[src/rtl/conv_pkg.sv]
// Shared types and sizing helpers for the convolution result writer.
//   conv_state_t : writer FSM state encoding
//   o_size()     : output feature-map side length for a given input, filter and stride
//   npix()       : number of output pixels per frame (o_size squared)
package conv_pkg;

  typedef enum logic [1:0] {
    ST_IDLE = 2'd0,
    ST_RUN  = 2'd1,
    ST_DONE = 2'd2
  } conv_state_t;

  function automatic int o_size(input int i_size, input int f_size, input int step);
    return (i_size - f_size) / step + 1;
  endfunction

  function automatic int npix(input int i_size, input int f_size, input int step);
    int o;
    o = o_size(i_size, f_size, step);
    return o * o;
  endfunction

endpackage

[src/rtl/result_fifo2.sv]
// Two-entry FIFO holding accepted result beats until the memory port takes them.
//   clk, rst_n   : clock, async active-low reset (empties the FIFO)
//   clk_en       : global enable; push/pop only take effect when high
//   push, din    : write request and data (ignored when full)
//   pop, dout    : read request and head-of-queue data (ignored when empty)
//   full, empty  : occupancy flags, derived from registered state only
module result_fifo2 #(
  parameter int WIDTH = 8
) (
  input  logic             clk,
  input  logic             rst_n,
  input  logic             clk_en,
  input  logic             push,
  input  logic [WIDTH-1:0] din,
  input  logic             pop,
  output logic [WIDTH-1:0] dout,
  output logic             full,
  output logic             empty
);

  logic [WIDTH-1:0] mem_q [2];
  logic [WIDTH-1:0] mem_d [2];
  logic             wr_ptr_q, wr_ptr_d;
  logic             rd_ptr_q, rd_ptr_d;
  logic [1:0]       cnt_q, cnt_d;
  logic             do_push, do_pop;

  assign full    = (cnt_q == 2'd2);
  assign empty   = (cnt_q == 2'd0);
  assign dout    = mem_q[rd_ptr_q];
  assign do_push = push & clk_en & ~full;
  assign do_pop  = pop & clk_en & ~empty;

  always_comb begin
    mem_d    = mem_q;
    wr_ptr_d = wr_ptr_q;
    rd_ptr_d = rd_ptr_q;
    cnt_d    = cnt_q;
    if (do_push) begin
      mem_d[wr_ptr_q] = din;
      wr_ptr_d        = ~wr_ptr_q;
    end
    if (do_pop) begin
      rd_ptr_d = ~rd_ptr_q;
    end
    // Simultaneous push and pop leaves occupancy unchanged.
    unique case ({do_push, do_pop})
      2'b10:   cnt_d = cnt_q + 2'd1;
      2'b01:   cnt_d = cnt_q - 2'd1;
      default: cnt_d = cnt_q;
    endcase
  end

  always_ff @(posedge clk or negedge rst_n) begin
    if (!rst_n) begin
      mem_q[0] <= '0;
      mem_q[1] <= '0;
      wr_ptr_q <= 1'b0;
      rd_ptr_q <= 1'b0;
      cnt_q    <= 2'd0;
    end else begin
      mem_q    <= mem_d;
      wr_ptr_q <= wr_ptr_d;
      rd_ptr_q <= rd_ptr_d;
      cnt_q    <= cnt_d;
    end
  end

endmodule

[src/rtl/conv_result_writer.sv]
// Writes one frame of convolution results to output memory in raster order.
//   clk, rst_n        : clock, async active-low reset (discards any partial frame)
//   clk_en            : global enable; all state freezes while low
//   start             : begin a frame (honoured in IDLE only)
//   in_valid/in_ready : result-beat handshake, in_data packs FILTERS channels
//   mem_hold          : output memory port unavailable this cycle
//   cenw/aa_out/d_out : registered active-low write strobe, address, data
//   busy, done        : frame in progress / one-cycle end-of-frame pulse
//
// state   | meaning
// --------+-------------------------------------------------------------
// IDLE    | waiting for start, no beats accepted
// RUN     | accepting beats into the FIFO and writing them out in raster order
// DONE    | all NPIX writes issued; pulse done, clear coordinates and counts
module conv_result_writer
  import conv_pkg::*;
#(
  parameter  int I_SIZE  = 32,
  parameter  int F_SIZE  = 5,
  parameter  int STEP    = 1,
  parameter  int FILTERS = 6,
  parameter  int D_WIDTH = 8,
  localparam int O_SIZE  = o_size(I_SIZE, F_SIZE, STEP),
  localparam int NPIX    = npix(I_SIZE, F_SIZE, STEP),
  localparam int A_WIDTH = $clog2(NPIX + 1),
  localparam int DW      = FILTERS * D_WIDTH
) (
  input  logic               clk,
  input  logic               rst_n,
  input  logic               clk_en,
  input  logic               start,
  input  logic               in_valid,
  input  logic [DW-1:0]      in_data,
  output logic               in_ready,
  input  logic               mem_hold,
  output logic               cenw,
  output logic [A_WIDTH-1:0] aa_out,
  output logic [DW-1:0]      d_out,
  output logic               busy,
  output logic               done
);

  localparam logic [A_WIDTH-1:0] O_SIZE_A = A_WIDTH'(O_SIZE);
  localparam logic [A_WIDTH-1:0] X_MAX_A  = A_WIDTH'(O_SIZE - 1);
  localparam logic [A_WIDTH-1:0] NPIX_A   = A_WIDTH'(NPIX);
  localparam logic [A_WIDTH-1:0] ONE_A    = A_WIDTH'(1);

  conv_state_t        state_q, state_d;
  logic [A_WIDTH-1:0] x_q, x_d;
  logic [A_WIDTH-1:0] y_q, y_d;
  logic [A_WIDTH-1:0] acc_cnt_q, acc_cnt_d;
  logic [A_WIDTH-1:0] wr_cnt_q, wr_cnt_d;
  logic               cenw_q, cenw_d;
  logic [A_WIDTH-1:0] aa_q, aa_d;
  logic [DW-1:0]      dat_q, dat_d;

  logic               fifo_full, fifo_empty;
  logic [DW-1:0]      fifo_dout;
  logic               push, pop;

  // Handshake is built from registered state only, so in_valid never
  // combinationally reaches in_ready.
  assign in_ready = (state_q == ST_RUN) & ~fifo_full & (acc_cnt_q < NPIX_A);
  assign push     = in_valid & in_ready;
  assign pop      = (state_q == ST_RUN) & ~fifo_empty & ~mem_hold;

  assign busy   = (state_q == ST_RUN);
  assign done   = (state_q == ST_DONE);
  assign cenw   = cenw_q;
  assign aa_out = aa_q;
  assign d_out  = dat_q;

  result_fifo2 #(.WIDTH(DW)) u_fifo (
    .clk    (clk),
    .rst_n  (rst_n),
    .clk_en (clk_en),
    .push   (push),
    .din    (in_data),
    .pop    (pop),
    .dout   (fifo_dout),
    .full   (fifo_full),
    .empty  (fifo_empty)
  );

  always_comb begin
    state_d   = state_q;
    x_d       = x_q;
    y_d       = y_q;
    acc_cnt_d = acc_cnt_q;
    wr_cnt_d  = wr_cnt_q;
    cenw_d    = cenw_q;
    aa_d      = aa_q;
    dat_d     = dat_q;
    if (clk_en) begin
      cenw_d = 1'b1;
      unique case (state_q)
        ST_IDLE: begin
          if (start) state_d = ST_RUN;
        end
        ST_RUN: begin
          if (push) acc_cnt_d = acc_cnt_q + ONE_A;
          if (pop) begin
            cenw_d   = 1'b0;
            aa_d     = y_q * O_SIZE_A + x_q;
            dat_d    = fifo_dout;
            wr_cnt_d = wr_cnt_q + ONE_A;
            if (x_q == X_MAX_A) begin
              x_d = '0;
              y_d = y_q + ONE_A;
            end else begin
              x_d = x_q + ONE_A;
            end
          end
          // Leave RUN the cycle after the last write is on the port.
          if (wr_cnt_q == NPIX_A) state_d = ST_DONE;
        end
        ST_DONE: begin
          state_d   = ST_IDLE;
          x_d       = '0;
          y_d       = '0;
          acc_cnt_d = '0;
          wr_cnt_d  = '0;
        end
        default: state_d = ST_IDLE;
      endcase
    end
  end

  always_ff @(posedge clk or negedge rst_n) begin
    if (!rst_n) begin
      state_q   <= ST_IDLE;
      x_q       <= '0;
      y_q       <= '0;
      acc_cnt_q <= '0;
      wr_cnt_q  <= '0;
      cenw_q    <= 1'b1;
      aa_q      <= '0;
      dat_q     <= '0;
    end else begin
      state_q   <= state_d;
      x_q       <= x_d;
      y_q       <= y_d;
      acc_cnt_q <= acc_cnt_d;
      wr_cnt_q  <= wr_cnt_d;
      cenw_q    <= cenw_d;
      aa_q      <= aa_d;
      dat_q     <= dat_d;
    end
  end

endmodule

[config.mk]
export PLATFORM = sky130hd
export DESIGN_NAME = conv_result_writer
export DESIGN_NICKNAME = d
export VERILOG_FILES = /design/src/rtl/conv_pkg.sv /design/src/rtl/result_fifo2.sv /design/src/rtl/conv_result_writer.sv
export SDC_FILE = /design/constraint.sdc
export NUM_CORES = 1
export LEC_CHECK = 0
export ABC_AREA = 1
export BUFFER_PORTS_ARGS = -buffer_cell sky130_fd_sc_hd__buf_2
export CAP_MARGIN = 10
export CORE_MARGIN = 2
export CORE_UTILIZATION = 40
export CTS_CLUSTER_DIAMETER = 60
export CTS_CLUSTER_SIZE = 8
export DETAILED_ROUTE_END_ITERATION = 10
export SYNTH_ARGS = -nofsm -noshare
export SYNTH_HDL_FRONTEND = slang
export SYNTH_SLANG_ARGS = --single-unit
export TNS_END_PERCENT = 30
[constraint.sdc]
create_clock -name clk -period 2.6 [get_ports clk]
set_input_delay 0.13 -clock clk [delete_from_list [all_inputs] [get_ports clk]]
set_output_delay 0.13 -clock clk [all_outputs]
set_load 0.02 [all_outputs]
==> impl_metrics.env, run 1 <==
export IMPL_die_x_um=158.8
export IMPL_design_area_mm2=0.01184
export IMPL_cts_tree="done"
export IMPL_cts_num_sinks=199
export IMPL_setup_viol=4
export IMPL_p_total_mw=13.94
export IMPL_core_area_mm2=0.02347
export IMPL_peakVddDrop_mv=0.5690
export IMPL_clk_pin_slew_ps=80
export IMPL_synth_nets=1258
export IMPL_syn_inst=1171
export IMPL_place_inst=1586
export IMPL_nFillCells=2295
export IMPL_clock_fmax_ghz=0.3563
export IMPL_wl_per_cell_um=13.31
export IMPL_clk_latency_ps=440
export IMPL_yosys_area_share_simple=0.2363
export IMPL_seqCellArea_mm2=0.004986
export IMPL_min_period_over_period=1.079
export IMPL_seq_area_frac_synth=0.5196
export IMPL_synth_edf_count=0
export IMPL_slew_violations=0
export IMPL_grt_use_total=0.1823
export IMPL_yosysWarningCount=0
export IMPL_synth_top_family_by_area="simple AND/OR/NAND/NOR gates"
export IMPL_path_class="reg2reg"
export IMPL_cts_max_path_buffers=2
export IMPL_die_h_um=158.8
export IMPL_hold_ws_ps=189.8
export IMPL_finalHoldViolations=0
export IMPL_port_buffers=115
export IMPL_path_max_fanout=3
export IMPL_setup_slack_ps=-206.6
export IMPL_status="finished with violations"
export IMPL_period_minus_slack_ps=2807
export IMPL_drc_errors=0
export IMPL_drv_cap=0
export IMPL_synthToLayoutAreaGrowth_pct=23.50
export IMPL_synth_cell_type_count=33
export IMPL_cp_required_ps=2920
export IMPL_cp_start_kind="flop"
export IMPL_io_pins=116
export IMPL_maxSlewHeadroom=0.4752
export IMPL_ys_ff_latch=199
export IMPL_grt_pass1_wl_um=38080
export IMPL_holdCritPathClass="in2reg"
export IMPL_synth_xor_xnor_area_share=0.02102
export IMPL_htree_num_levels=4
export IMPL_syn_area_per_cell_um2=8.186
export IMPL_diodes=0
export IMPL_cts_root_buf="clkbuf_16"
export IMPL_powerDensity_mw_per_mm2=1178
export IMPL_final_core_util=0.5043
export IMPL_tightest_slew_ps=786.1
export IMPL_antenna_found_initial=0
export IMPL_violations="negative setup slack"
export IMPL_wl_um=22240
export IMPL_row_count=56
export IMPL_dieArea_mm2=0.02522
export IMPL_final_common_cell="nand2_1"
export IMPL_setup_tns_final_ps=-564.9
export IMPL_synth_mux_area_frac=0
export IMPL_synth_fa_ha_area_frac=0.04856
export IMPL_place_area_mm2=0.01064
export IMPL_rsz0062_at_grt="yes"
export IMPL_drive_above_1_share=0.1605
export IMPL_grt_pass1_vias=7815
export IMPL_synth_flop_cell="dfrtp_1"
export IMPL_start_util=0.4084
export IMPL_layout_common_cells="437 x nand2_1, 194 x dfrtp_1, 166 x o21ai_0, 114 x buf_2, 98 x inv_1"
export IMPL_post_place_ws_ps=-176.2
export IMPL_synth_compound_area_frac=0.1070
export IMPL_power_leakage_nw=6.027
export IMPL_multiInputGateArea_mm2=0.004009
export IMPL_final_cells=1671
export IMPL_synthArstFlopShare=1.000
export IMPL_ant_nets=0
export IMPL_netlist_area_mm2=0.009585
export IMPL_cts_made_buffers=17
export IMPL_nets=1426
export IMPL_firstDrtPassIters=5
export IMPL_cp_end_kind="flop"
export IMPL_drtIter0Drc=466
export IMPL_routabilityCongestion=0.8296
export IMPL_fin_skew_ps=18.33
export IMPL_hpwl_um=14600
export IMPL_via_count=7868
export IMPL_crit_arrival_ps=3130
export IMPL_routed_via_density=4.709
export IMPL_grt_ovfl_total=0
export IMPL_grt_max_degree=92
critical path, cell delays in order (launching register included):
cell     delay [ps]
dfrtp_2         440
fa_1            490
ha_2            210
fa_2            380
nand3_2          70
nand2_2          50
xor2_1          150
ha_1            350
a21o_1          200
a21oi_2          90
nand2_1          70
inv_1            50
nand2_1          40
nand3_1          60
nand2_1          50
power by group:
group	total [mW]	leakage (nW)	internal (mW)	switching (mW)
combinational	5.84	3.25	2.35	3.49
sequential	5.32	2.47	4.48	0.841
clock	2.79	0.306	1.43	1.36
registers in the layout (all words and copies together), names as in the netlist:
| name | cells |
|---|---|
| state_q | 2 |
| u_fifo.mem_q | 96 |
| x_q | 10 |
| cenw | 1 |
| wr_cnt_q | 10 |
| y_q | 8 |
| u_fifo.wr_ptr_q | 1 |
| u_fifo.rd_ptr_q | 1 |
| aa_out | 10 |
| acc_cnt_q | 10 |
| u_fifo.cnt_q | 2 |
| d_out | 48 |
area by class of cell:
type / count / area share
clock buffer: 18 / 0.03710
multi-input combinational: 816 / 0.3387
sequential: 199 / 0.4212
timing repair buffer: 201 / 0.1198
inverter: 104 / 0.03298
clock inverter: 14 / 0.01659
tap: 319 / 0.03372
metal layers:
layer,vias up,global-route usage,wire (µm)
li1,4037,-,-
met1,3691,0.2448,10810
met2,123,0.3069,10510
met3,17,0.03109,661
met4,0,0.04671,261
met5,-,0,0
Yosys cell counts, types with 10 or more instances:
master | instances | share of area
nand2_1 | 441 | 0.17
dfrtp_1 | 198 | 0.52
o21ai_0 | 167 | 0.087
inv_1 | 98 | 0.038
nand3_1 | 39 | 0.020
nor2_1 | 38 | 0.015
clkbuf_1 | 26 | 0.010
ha_1 | 26 | 0.034
xor2_1 | 17 | 0.016
a21oi_1 | 15 | 0.0078
o21ai_1 | 15 | 0.0078
nand4_1 | 14 | 0.0091
buf_2 | 13 | 0.0068
or2_2 | 10 | 0.0065
worst paths after layout:
| kind | start | end | slack (ps) | depth (start not counted) |
|---|---|---|---|---|
| max in group asynchronous | rst_n | d_out[29] | 1500 | 3 |
| setup reg to reg | y_q[1] | aa_out[9] | -210 | 14 |
| hold reg to reg | u_fifo.mem_q[62] | u_fifo.mem_q[62] | 470 | 2 |
| setup / recovery | y_q[1] | aa_out[9] | -210 | 14 |
| hold / removal | start | state_q[0] | 190 | 5 |
| min in group asynchronous | rst_n | acc_cnt_q[5] | 300 | 2 |
what timing repair did:
item,4_1_cts,5_1_grt
resized for setup,2,9
endpoints found under the setup margin,4,4
pin swaps,3,12
endpoints found under the hold margin,171,0
hold buffers,50,0
buffers inserted,0,3
cells by family (layout without fill, tap and decap cells):
kind of cell             count (synthesis)  after routing
buffers and inverters                  156            337
XOR/XNOR                                23             23
adder cells (fa/ha/maj)                 33             33
AND/OR/NAND/NOR                        559            559
flip-flops                             199            199
AO/OA/AOI/OAI                          201            201
(Power assumes the default switching activity.)
==> run 2: changes to the inputs <==
--- a/config.mk
+++ b/config.mk
@@ -7,12 +7,12 @@
 export LEC_CHECK = 0
 export ABC_AREA = 1
 export BUFFER_PORTS_ARGS = -buffer_cell sky130_fd_sc_hd__buf_2
-export CAP_MARGIN = 10
 export CORE_MARGIN = 2
 export CORE_UTILIZATION = 40
 export CTS_CLUSTER_DIAMETER = 60
 export CTS_CLUSTER_SIZE = 8
 export DETAILED_ROUTE_END_ITERATION = 10
+export SLEW_MARGIN = 20
 export SYNTH_ARGS = -nofsm -noshare
 export SYNTH_HDL_FRONTEND = slang
 export SYNTH_SLANG_ARGS = --single-unit
==> constraint.sdc (replaced) <==
create_clock -name clk -period 3.4 [get_ports clk]
set_input_delay 0.17 -clock clk [delete_from_list [all_inputs] [get_ports clk]]
set_output_delay 0.17 -clock clk [all_outputs]
set_load 0.02 [all_outputs]
==> run 2 against run 1 <==
Effect of this change: the run now ends clean; die area stayed put; utilization is 1.3 points lower; clock power is 26% lower; combinational power is 32% lower; worst hold slack worse by 150 ps; final cell count is 1.5% lower; final area is 2.6% lower; setup slack better by 640 ps; sequential power is 24% lower; largest cell class unchanged; highest routed layer unchanged.
==> impl_metrics.env, run 2 (synthesis results as in run 1) <==
export IMPL_status="finished clean"
export IMPL_drc_errors=0
export IMPL_p_sw_frac=0.4168
export IMPL_multiInputGateArea_mm2=0.003963
export IMPL_peakVddDrop_mv=0.3864
export IMPL_path_max_fanout=7
export IMPL_ant_nets=0
export IMPL_p_switching_mw=4.210
export IMPL_grt_ovfl_total=0
export IMPL_cts_made_buffers=17
export IMPL_final_core_util=0.4913
export IMPL_holdPathEnd="cenw"
export IMPL_rrSetupSlack_ps=440
export IMPL_grt_pass1_vias=7455
export IMPL_grt_pass1_wl_um=37340
export IMPL_drtIter0Drc=397
export IMPL_r2r_end="aa_out[9]"
export IMPL_worstHoldPathCells=3
export IMPL_cts_num_sinks=199
export IMPL_place_area_mm2=0.01043
export IMPL_design_area_mm2=0.01153
export IMPL_worstHoldStart="clk_en"
export IMPL_slew_violations=0
export IMPL_clk_latency_ps=440
export IMPL_powerDensity_mw_per_mm2=875.8
export IMPL_crit_path_max_incr_delay_ps=530
export IMPL_finalHoldViolations=0
export IMPL_setup_tns_final_ps=0
export IMPL_fin_skew_ps=16.78
export IMPL_cts_tree="done"
export IMPL_cp_end_kind="flop"
export IMPL_wl_per_cell_um=13.08
export IMPL_nets=1401
export IMPL_setup_viol=0
export IMPL_drive_above_1_share=0.1356
export IMPL_intPower_mw=5.890
export IMPL_grt_max_degree=102
export IMPL_crit_chain="fa_1 > ha_1 > fa_1 > nand3_1 > nand2_1 > xor2_1 > ha_1 > a21o_1 > a21oi_1 > nand2_1 > inv_1 > nand2_1 > nand3_1 > nand2_1"
export IMPL_seqCellArea_mm2=0.004982
export IMPL_routabilityCongestion=0.7965
export IMPL_crit_top_cell="nand2_1"
export IMPL_path_class="reg2reg"
export IMPL_rsz0062_at_grt="no"
export IMPL_routed_via_density=4.731
export IMPL_clkPwrFrac=0.204
export IMPL_maxSlewHeadroom=0.3965
export IMPL_htree_num_levels=4
export IMPL_postCtsSetupBuffers=0
export IMPL_port_buffers=115
export IMPL_largest_register_ffs=96
export IMPL_holdCritPathClass="in2reg"
export IMPL_cp_start_kind="flop"
export IMPL_io_pins=116
export IMPL_synthToLayoutAreaGrowth_pct=20.31
export IMPL_wl_um=21530
export IMPL_slowest_stage="dfrtp_1"
export IMPL_power_leakage_nw=5.873
export IMPL_seq_power_share=0.402
export IMPL_crit_arrival_ps=3290
export IMPL_row_count=56
export IMPL_post_place_ws_ps=447.0
export IMPL_dieArea_mm2=0.02522
export IMPL_clk_pin_slew_ps=80
export IMPL_tightest_slew_ps=905.2
export IMPL_via_count=7787
export IMPL_top_register="u_fifo.mem_q"
export IMPL_combPwrFrac=0.394
export IMPL_die_h_um=158.8
export IMPL_setup_slack_ps=436.6
export IMPL_period_minus_slack_ps=2963
export IMPL_core_area_mm2=0.02347
export IMPL_r2r_start="y_q[2]"
export IMPL_start_util=0.4084
export IMPL_cp_required_ps=3730
export IMPL_diodes=0
export IMPL_cts_root_buf="clkbuf_16"
export IMPL_cts_max_path_buffers=2
export IMPL_nFillCells=2295
export IMPL_hpwl_um=13840
export IMPL_firstDrtPassIters=4
export IMPL_final_common_cell="nand2_1"
export IMPL_r2r_cells=14
export IMPL_layout_common_cells="441 x nand2_1, 197 x dfrtp_1, 167 x o21ai_0, 114 x buf_2, 98 x inv_1"
export IMPL_antenna_found_initial=0
export IMPL_drv_cap=0
export IMPL_die_x_um=158.8
export IMPL_grt_use_total=0.1790
export IMPL_p_total_mw=10.10
export IMPL_clock_fmax_ghz=0.3375
export IMPL_min_period_over_period=0.8716
-- run 2: per-stage QoR --
step,hold WS [ps],cells
2_1_floorplan,-125.6,1171
3_3_place_gp,339.9,1565
3_5_place_dp,344.9,1565
4_1_cts,16.65,1646
5_1_grt,74.82,1646
6_report,35.46,1646
-- run 2: cell type report --
cell class	instances	share of cell area
clock buffers	18	0.03808
inverters	104	0.03385
multi-input cells	816	0.3436
repair buffers	176	0.1032
flip-flops and latches	199	0.4320
well taps	319	0.03461
clock inverters	14	0.01465
-- run 2: power groups by stage --
stage	combinational, mW	clock (mW)	sequential [mW]
4_1_cts	4.03	2.11	4.06
3_5_place_dp	3.96	0	4.10
2_1_floorplan	2.57	0	4.32
6_report	3.98	2.06	4.06
5_1_grt	4.62	2.21	4.21
3_3_place_gp	3.90	0	4.08
-- run 2: worst max-delay path: cells and delay by family, from the launching register on --
family	cells	cell delay, ps
AOI/OAI and AO/OA	2	290
xor gates and xnor gates	1	140
adders and majority gates	4	1430
buffers and inverters	1	60
DFF	1	530
and+or+nand+nor	6	410
-- run 2: metal layers --
layer	part of all wire	vias to the layer above	wire length, µm	global-route usage
li1	-	3994	-	-
met1	0.49	3634	10530	0.2496
met2	0.47	135	10030	0.2916
met3	0.033	24	709	0.02795
met4	0.012	0	261	0.04796
met5	0	-	0	0
-- run 2: how the worst max path moves through the flow --
stage	from	to	slack (ps)	cells past startpoint
after detailed placement	y_q[2]	aa_out[9]	450	14
after global routing	y_q[2]	aa_out[9]	180	14
after global placement	y_q[2]	aa_out[9]	480	14
after floorplan	y_q[2]	aa_out[9]	630	14
after CTS	y_q[2]	aa_out[9]	440	14
final	y_q[2]	aa_out[9]	440	14
-- run 2: what timing repair did --
item,in CTS,in global routing
hold buffers,49,0
endpoints found under the hold margin,193,0
gates resized for setup,0,0
==> run 3: changes to the inputs <==
--- a/config.mk
+++ b/config.mk
@@ -5,7 +5,6 @@
 export SDC_FILE = /design/constraint.sdc
 export NUM_CORES = 1
 export LEC_CHECK = 0
-export ABC_AREA = 1
 export BUFFER_PORTS_ARGS = -buffer_cell sky130_fd_sc_hd__buf_2
 export CORE_MARGIN = 2
 export CORE_UTILIZATION = 40
==> run 3 against run 2 <==
Effect of this change: count of clock-buffer cells in the layout shrank 1; final area shrank 1.9%; synthesized cell count shrank 34%; setup slack got worse by 170 ps.
==> impl_metrics.env, run 3 <==
export IMPL_wirelength_met1_um=9471
export IMPL_top_register="u_fifo.mem_q"
export IMPL_nets=1017
export IMPL_firstDrtPassIters=4
export IMPL_core_area_mm2=0.02271
export IMPL_final_common_cell="dfrtp_1"
export IMPL_grt_use_total=0.1650
export IMPL_seq_power_share=0.391
export IMPL_clkPwrFrac=0.198
export IMPL_crit_arrival_ps=3500
export IMPL_p_sw_frac=0.3827
export IMPL_io_pins=116
export IMPL_period_minus_slack_ps=3136
export IMPL_r2r_cells=9
export IMPL_grt_pass1_wl_um=32240
export IMPL_die_h_um=156.4
export IMPL_ys_top_cells_by_count="198 x dfrtp_1, 88 x nand2_1, 76 x o21ai_0"
export IMPL_yosysTopAreaCellShare=0.5330
export IMPL_netlist_area_mm2=0.009295
export IMPL_postCtsSetupBuffers=0
export IMPL_finalHoldViolations=0
export IMPL_syn_inst=772
export IMPL_status="finished clean"
export IMPL_p_switching_mw=4.005
export IMPL_clk_pin_slew_ps=80
export IMPL_cts_tree="done"
export IMPL_yosysMostFrequentCell="dfrtp_1"
export IMPL_grt_pass1_vias=6249
export IMPL_start_util=0.4093
export IMPL_clock_fmax_ghz=0.3188
export IMPL_syn_area_per_cell_um2=12.04
export IMPL_crit_chain="fa_1 > ha_1 > fa_1 > a21o_1 > a21oi_1 > xnor2_1 > ha_1 > or4_1 > nand3_1"
export IMPL_synth_top_area_cell="dfrtp_1"
export IMPL_intPower_mw=6.460
export IMPL_holdCritPathClass="in2reg"
export IMPL_port_buffers=115
export IMPL_cts_made_buffers=17
export IMPL_powerDensity_mw_per_mm2=925.2
export IMPL_via_count=6193
export IMPL_wl_met3_um=645
export IMPL_setup_viol=0
export IMPL_routed_via_density=5.043
export IMPL_path_class="reg2reg"
export IMPL_row_count=55
export IMPL_grt_ovfl_total=0
export IMPL_slowest_stage="dfrtp_1"
export IMPL_htree_num_levels=4
export IMPL_yosysWarningCount=0
export IMPL_synth_cell_type_count=63
export IMPL_grt_max_degree=76
export IMPL_hpwl_um=12770
export IMPL_drv_cap=0
export IMPL_synth_edf_count=0
export IMPL_largest_register_ffs=96
export IMPL_routabilityCongestion=0.7347
export IMPL_slew_violations=0
export IMPL_routed_top_layer="met4"
export IMPL_fin_skew_ps=15.63
export IMPL_drive_above_1_share=0.2715
export IMPL_dieArea_mm2=0.02447
export IMPL_cts_num_sinks=199
export IMPL_drtIter0Drc=239
export IMPL_synth_nets=859
export IMPL_synth_flop_cell="dfrtp_1"
export IMPL_rsz0062_at_grt="no"
export IMPL_worstHoldPathCells=3
export IMPL_ant_nets=0
export IMPL_layout_common_cells="197 x dfrtp_1, 114 x buf_2, 88 x nand2_1, 76 x o21ai_0, 58 x mux2_2"
export IMPL_tightest_slew_ps=838.2
export IMPL_hold_ws_ps=31.78
export IMPL_wl_um=19120
export IMPL_cp_end_kind="flop"
export IMPL_synthToLayoutAreaGrowth_pct=21.68
export IMPL_synthTopCellsByArea="dfrtp_1 53%, mux2_2 7.0%, mux2i_1 5.2%, o21ai_0 4.1%, nand2_1 3.6%"
export IMPL_drc_errors=0
export IMPL_setup_tns_final_ps=0
export IMPL_route_met2_wl_um=8837
export IMPL_cts_root_buf="clkbuf_16"
export IMPL_design_area_mm2=0.01131
export IMPL_diodes=0
export IMPL_path_max_fanout=8
export IMPL_wl_per_cell_um=15.57
export IMPL_power_leakage_nw=5.398
export IMPL_place_area_mm2=0.01020
export IMPL_combPwrFrac=0.411
export IMPL_cp_required_ps=3770
export IMPL_min_period_over_period=0.9224
export IMPL_antenna_found_initial=0
export IMPL_ys_ff_latch=199
export IMPL_maxSlewHeadroom=0.4374
export IMPL_die_x_um=156.4
export IMPL_seq_area_frac_synth=0.5359
export IMPL_synthArstFlopShare=1.000
export IMPL_cts_max_path_buffers=2
export IMPL_clk_latency_ps=440
export IMPL_cp_start_kind="flop"
export IMPL_peakVddDrop_mv=0.4243
export IMPL_crit_path_max_incr_delay_ps=540
-- run 3: cell types whose count changed in the layout (fill, tap and decap cells not counted), moves of 14 or more --
cell,before,now
o21ai_0,167,76
nor2_1,38,21
mux2_2,0,58
nand2_1,441,88
mux2i_1,0,48
o21ai_1,15,1
inv_1,98,14
mux2_1,0,20
nand3_1,39,14
mux2_4,0,20
-- run 3: cell type report --
class | instances | area (µm²)
fillers | 2051 | 11400
flip-flops and latches | 199 | 4982
inverters | 15 | 56.30
repair buffers | 178 | 1217
clock inverters | 15 | 190.2
well taps | 285 | 356.6
multi-input cells | 519 | 4083
clock buffers | 17 | 425.4
-- run 3: cell families (layout without fill, tap and decap cells) --
group | Yosys count | after routing | synth area share
mux | 146 | 146 | 0.1785
simple gates | 180 | 180 | 0.09557
flops | 199 | 199 | 0.5359
xor+xnor | 22 | 22 | 0.02073
buf+inv | 54 | 225 | 0.02813
fa+ha+maj | 33 | 33 | 0.05007
compound gates | 138 | 138 | 0.09113
-- run 3: power groups by stage --
stage / sequential (mW) / combinational [mW] / clock [mW]
finish: 4.09 / 4.30 / 2.07
global route: 4.25 / 4.84 / 2.23
CTS: 4.10 / 4.39 / 2.13
detailed placement: 4.14 / 4.32 / 0
global placement: 4.10 / 4.27 / 0
floorplan: 4.37 / 2.85 / 0
-- run 3: final timing paths --
kind | start | endpoint | slack, ps
setup / recovery | y_q[2] | aa_out[8] | 260
hold / removal | start | state_q[0] | 30
setup reg to reg | y_q[2] | aa_out[8] | 260
hold reg to reg | d_out[30] | d_out[30] | 480
max in group asynchronous | rst_n | u_fifo.rd_ptr_q | 2210
min in group asynchronous | rst_n | y_q[3] | 300
-- run 3: per-stage QoR --
| step | power, mW | worst slack (ps) | util | instances |
|---|---|---|---|---|
| 3_5_place_dp | 8.459 | 275.8 | 0.4494 | 1147 |
| 4_1_cts | 10.62 | 246.9 | 0.4981 | 1228 |
| 3_3_place_gp | 8.363 | 310.7 | 0.4494 | 1147 |
| 5_1_grt | 11.32 | 46.08 | 0.4981 | 1228 |
| 2_1_floorplan | 7.221 | 442.8 | - | 772 |
| 6_report | 10.46 | 263.7 | 0.4981 | 1228 |
-- run 3: worst max-delay path, delay by kind of cell (launching register included) --
kind | cells | cell delay (ps)
flops | 1 | 540
simple gates | 2 | 620
fa+ha+maj | 4 | 1410
compound gates | 2 | 370
xor+xnor | 1 | 140
-- run 3: per-layer routing --
metal | global-route usage | up-vias
li1 | - | 3064
met1 | 0.2341 | 3038
met2 | 0.2555 | 80
met3 | 0.03849 | 11
met4 | 0.04325 | 0
met5 | 0 | -
-- run 3: timing repair --
item | in CTS | in global routing
endpoints found under the hold margin | 168 | 0
gates resized for setup | 0 | 0
hold buffers | 49 | 0
